$ cat config.mk
export PLATFORM = sky130hd
export DESIGN_NAME = mult_accumulator
export DESIGN_NICKNAME = d
export VERILOG_FILES = /design/src/rtl/mult_accumulator.sv
export SDC_FILE = /design/constraint.sdc
export NUM_CORES = 1
export LEC_CHECK = 0
export BUFFER_PORTS_ARGS = -buffer_cell sky130_fd_sc_hd__clkbuf_2
export CORE_ASPECT_RATIO = 0.5
export CORE_MARGIN = 2
export CORE_UTILIZATION = 34
export DETAILED_ROUTE_END_ITERATION = 8
export GPL_TIMING_DRIVEN = 0
export PLACE_DENSITY_LB_ADDON = 0.05
export SETUP_SLACK_MARGIN = 0.4
export SYNTH_ARGS = -nofsm -noshare
export SYNTH_HDL_FRONTEND = slang
export SYNTH_SLANG_ARGS = --single-unit
$ cat constraint.sdc
create_clock -name clk -period 5.6 [get_ports clk]
set_input_delay 0.28 -clock clk [delete_from_list [all_inputs] [get_ports clk]]
set_output_delay 0.28 -clock clk [all_outputs]
set_load 0.01 [all_outputs]
$ cat src/rtl/mult_accumulator.sv
// Accumulates a stream of unsigned 32-bit products into a saturating
// ACC_W-bit sum and hands the total off with a valid/ready handshake.
module mult_accumulator #(
    parameter int ACC_W = 40,
    parameter int CNT_W = 8
) (
    input  logic             clk,
    input  logic             rst_n,
    input  logic             clear,
    input  logic             start,
    input  logic [CNT_W-1:0] len,
    input  logic [31:0]      product,
    input  logic             prod_valid,
    output logic             prod_ready,
    output logic [ACC_W-1:0] result,
    output logic             res_valid,
    input  logic             res_ready,
    output logic             overflow,
    output logic             busy
);

    typedef enum logic [1:0] {
        IDLE,
        ACCUM,
        DONE
    } state_t;

    state_t             state_q, state_d;
    logic [ACC_W-1:0]   acc_q, acc_d;
    logic [CNT_W-1:0]   cnt_q, cnt_d;
    logic [CNT_W-1:0]   len_q, len_d;
    logic               ovf_q, ovf_d;

    logic               xfer;
    logic [ACC_W:0]     sum;
    logic [CNT_W-1:0]   cnt_inc;

    assign xfer    = (state_q == ACCUM) && prod_valid;
    assign sum     = {1'b0, acc_q} + {{(ACC_W + 1 - 32){1'b0}}, product};
    assign cnt_inc = cnt_q + CNT_W'(1);

    always_comb begin
        state_d = state_q;
        acc_d   = acc_q;
        cnt_d   = cnt_q;
        len_d   = len_q;
        ovf_d   = ovf_q;
        if (clear) begin
            state_d = IDLE;
            acc_d   = '0;
            cnt_d   = '0;
            ovf_d   = 1'b0;
        end else begin
            unique case (state_q)
                IDLE: begin
                    if (start) begin
                        acc_d   = '0;
                        cnt_d   = '0;
                        ovf_d   = 1'b0;
                        len_d   = len;
                        state_d = (len == '0) ? DONE : ACCUM;
                    end
                end
                ACCUM: begin
                    if (xfer) begin
                        cnt_d = cnt_inc;
                        // Carry out of the top bit means the sum no longer fits
                        if (sum[ACC_W]) begin
                            acc_d = '1;
                            ovf_d = 1'b1;
                        end else begin
                            acc_d = sum[ACC_W-1:0];
                        end
                        if (cnt_inc == len_q) begin
                            state_d = DONE;
                        end
                    end
                end
                DONE: begin
                    if (res_ready) begin
                        state_d = IDLE;
                    end
                end
                default: state_d = IDLE;
            endcase
        end
    end

    always_ff @(posedge clk or negedge rst_n) begin
        if (!rst_n) begin
            state_q <= IDLE;
            acc_q   <= '0;
            cnt_q   <= '0;
            len_q   <= '0;
            ovf_q   <= 1'b0;
        end else begin
            state_q <= state_d;
            acc_q   <= acc_d;
            cnt_q   <= cnt_d;
            len_q   <= len_d;
            ovf_q   <= ovf_d;
        end
    end

    assign prod_ready = (state_q == ACCUM);
    assign res_valid  = (state_q == DONE);
    assign busy       = (state_q != IDLE);
    assign result     = acc_q;
    assign overflow   = ovf_q;

endmodule

==> results.py <==
metrics = {
    "pwr": {
        "switchingPower_uw": 484,
        "power_leakage_uw": 0.00264,
        "clkPwrFrac": 0.376,
        "p_sw_frac": 0.324,
        "p_seq_frac": 0.343,
        "p_total_uw": 1490,
        "p_int_uw": 1010,
        "max-vdd-ir-drop_mv": 0.122,
        "power_frac_comb": 0.281,
        "p_per_area_mw_per_mm2": 281,
    },
    "logic_synthesis": {
        "ys_seq_area_frac": 0.342,
        "synth_common_cells": "nand2_1, dfrtp_1, a21oi_1",
        "synthCells": 523,
        "synthArstFlopShare": 1.00,
        "synth-edff-count": 0,
        "ys_seq_elements": 59,
        "synth.largest_area_cell": "dfrtp_1",
        "synthMostInstantiatedCell": "nand2_1",
        "synth_top_area_share": 0.342,
        "syn-num-nets": 603,
        "synth_cell_types": 52,
        "synth_flop_cell": "dfrtp_1",
        "syn_area_mm2": 0.00432,
        "yosysWarnings": 0,
        "synth.top_cells.by_area": "dfrtp_1, ha_1, nand2_1, a21oi_1, xnor2_1",
        "avgSynthCellArea_um2": 8.26,
    },
    "setup_path": {
        "cp-end-kind": "flop",
        "cp.required_ns": 5.81,
        "critical_path_class": "reg -> reg",
        "worstPathCellList": "ha_1 -> fa_1 -> a21o_1 -> a221oi_1 -> nor3_1 -> o41ai_1 -> o31ai_1 -> a21boi_0 -> xnor2_1 -> o21ai_1 -> nand2_1",
        "crit_buf_inv": 0,
        "arrival_ns": 3.78,
        "worstReg2RegEnd": "result[20]$_DFFE_PN0P_",
        "critPathMaxStageDelay_ns": 0.65,
        "start_kind": "flop",
        "critical_path.top_delay_family": "compound AO/OA/AOI/OAI gates",
        "r2r-start": "result[0]$_DFFE_PN0P_",
        "cp_max_fo": 4,
        "cp_slowest_cell": "a221oi_1",
        "r2r_cells": 11,
        "reg2reg_slack_ns": 2.03,
    },
    "global_route": {
        "antenna_found_initial": 0,
        "grt_overflow": 0,
        "gr-usage-all-layers": 0.181,
        "grt_pass1_wl_mm": 19.7,
        "grt_max_degree": 60,
        "grt_pass1_vias": 3898,
    },
    "floorplan": {
        "ioPinCount": 90,
        "die_h_um": 83.7,
        "die_x_um": 163,
        "initial_utilization": 0.345,
        "core_area_mm2": 0.0125,
        "die_area_mm2": 0.0137,
        "rows": 29,
    },
    "route": {
        "antenna_left": 0,
        "wire_per_inst_um": 14.5,
        "firstDrtPassIters": 5,
        "wirelength_mm": 11.6,
        "via_per_inst": 5.11,
        "drt_iter0_markers": 188,
        "drc": 0,
        "vias": 4088,
    },
    "sta": {
        "fin_crit_ns": 3.57,
        "rsz0062_at_grt": "no",
        "drv_slew": 0,
        "finalCritPeriodShare": 0.638,
        "fin_hold_ws_ns": 0.196,
        "setup_viol": 0,
        "setup_ws_ns": 2.03,
        "worst_slew_pin_slew_ns": 0.756,
        "tns_ns": 0,
        "timing.slew.headroom": 0.496,
        "fmax_ghz": 0.280,
        "finalHoldViolCount": 0,
        "clock_skew_ns": 0.00620,
    },
    "cts": {
        "htreeDepth": 3,
        "cts_sinks": 59,
        "cts_resized": 0,
        "tritoncts": "done",
        "root_buffer": "clkbuf_16",
        "clk_pin_slew_ns": 0.06,
        "clock_path_buffers": 2,
        "cts_setup_buffers": 0,
        "insertion_delay_ns": 0.33,
        "cts-buffers-inserted": 9,
    },
    "hold_path": {
        "hold_depth": 2,
        "hold_path_class": "in -> reg",
        "min-delay-start": "len[6]",
        "min_to": "len_q[6]$_DFFE_PN0P_",
    },
    "finish": {
        "antenna_cells": 0,
        "fin_util": 0.425,
        "area_growth_pct": 23.0,
        "n_fill_cell": 1357,
        "drive_gt1_frac": 0.205,
        "fin_nets": 705,
    },
    "place": {
        "hpwl_mm": 8.93,
        "pre_cts_ws_ns": 2.03,
        "numPortBuffers": 89,
        "gp_congestion": 0.790,
    },
    "flow_run": {
        "cap_violations": 0,
    },
    "run_status": {
        "status": "completed",
    },
}
-- kinds of logic (layout without fill, tap and decap cells) --
family	Yosys count	count (layout)	share of synthesized area
DFF	59	59	0.342
and+or+nand+nor	183	183	0.192
adders and majority gates	34	34	0.100
buffers and inverters	32	139	0.0333
xor gates and xnor gates	40	40	0.0811
muxes	9	9	0.0232
AOI/OAI and AO/OA	166	166	0.228
-- worst max-delay path by stage --
stage	cells after the start	slack, ns	to	from
6_report	11	2.03	result[20]$_DFFE_PN0P_	result[0]$_DFFE_PN0P_
5_1_grt	11	1.66	result[20]$_DFFE_PN0P_	result[0]$_DFFE_PN0P_
4_1_cts	11	1.99	result[20]$_DFFE_PN0P_	result[0]$_DFFE_PN0P_
3_5_place_dp	12	2.03	result[20]$_DFFE_PN0P_	product[0]
3_3_place_gp	12	1.96	result[20]$_DFFE_PN0P_	product[0]
2_1_floorplan	11	2.57	result[37]$_DFFE_PN0P_	result[0]$_DFFE_PN0P_
-- cell type report --
class                      instances  area, um^2  area share
tap                              170         213      0.0400
inverter                          13        48.8     0.00918
timing repair buffer              91         485      0.0913
clock buffer                      12         246      0.0464
buffer                            19        95.1      0.0179
clock inverter                     4        50.0     0.00941
multi-input combinational        432        2700       0.508
sequential                        59        1480       0.278
-- metal layers --
layer,wire [um],part of all wire,track usage,vias up
li1,-,-,-,2065
met1,6060,0.52,0.260,1939
met2,4950,0.43,0.274,77
met3,550,0.047,0.0472,7
met4,72,0.0062,0.0346,0
met5,0,0,0,-
-- worst reg2reg max path: cells and delay by family (launching register included) --
kind | cells | cell delay [ns]
adder cells (fa/ha/maj) | 2 | 0.65
XOR/XNOR | 1 | 0.14
AND/OR/NAND/NOR | 2 | 0.21
flip-flops | 1 | 0.41
AO/OA/AOI/OAI | 6 | 2.05
-- cell usage in the layout (no fill, tap or decap), types with 2 or more instances in the layout --
cell,netlist,final
xor2_1,15,15
o21a_1,2,2
a21oi_1,50,50
nand4_1,5,5
nor3_1,8,8
nor4_1,4,4
nor2_1,25,25
clkbuf_1,15,17
nand3_1,12,12
o21ai_0,37,37
xnor2_1,25,25
dfrtp_1,59,59
a31oi_1,6,6
clkinvlp_4,0,2
ha_1,33,33
o21ai_1,31,31
o2bb2ai_1,3,3
or3_1,3,3
nor2b_1,4,4
clkbuf_16,0,9
nand2b_1,4,4
clkbuf_2,0,88
a41oi_1,2,2
and2_1,3,3
inv_1,13,13
buf_6,3,3
mux2_2,8,8
a21boi_0,2,2
o211ai_1,3,3
o21bai_1,6,6
and3_1,7,7
a21o_1,6,6
o31ai_1,7,7
or2_2,3,3
nand2_1,99,99
-- registers in the layout, indices dropped and copies added (netlist names) --
signal	count
cnt_q	8
len_q	8
overflow	1
result	40
state_q	2
-- through the flow --
step | instance area, um^2 | cells
2_1_floorplan | 4320 | 523
6_report | 5320 | 800
3_5_place_dp | 5010 | 783
3_3_place_gp | 4980 | 782
4_1_cts | 5320 | 800
5_1_grt | 5320 | 800
-- power by group through the flow --
stage | sequential [uW] | clock (uW) | combinational, uW
6_report | 513 | 562 | 420
2_1_floorplan | 521 | 0 | 290
4_1_cts | 514 | 578 | 425
5_1_grt | 520 | 597 | 478
3_3_place_gp | 520 | 0 | 419
3_5_place_dp | 522 | 0 | 422
-- repair_timing --
| item | 4_1_cts | 5_1_grt |
|---|---|---|
| setup endpoints to repair | 0 | 0 |
| hold buffers | 1 | 0 |
| endpoints found under the hold margin | 59 | 0 |
No activity file was read; power rests on OpenSTA's default activity.
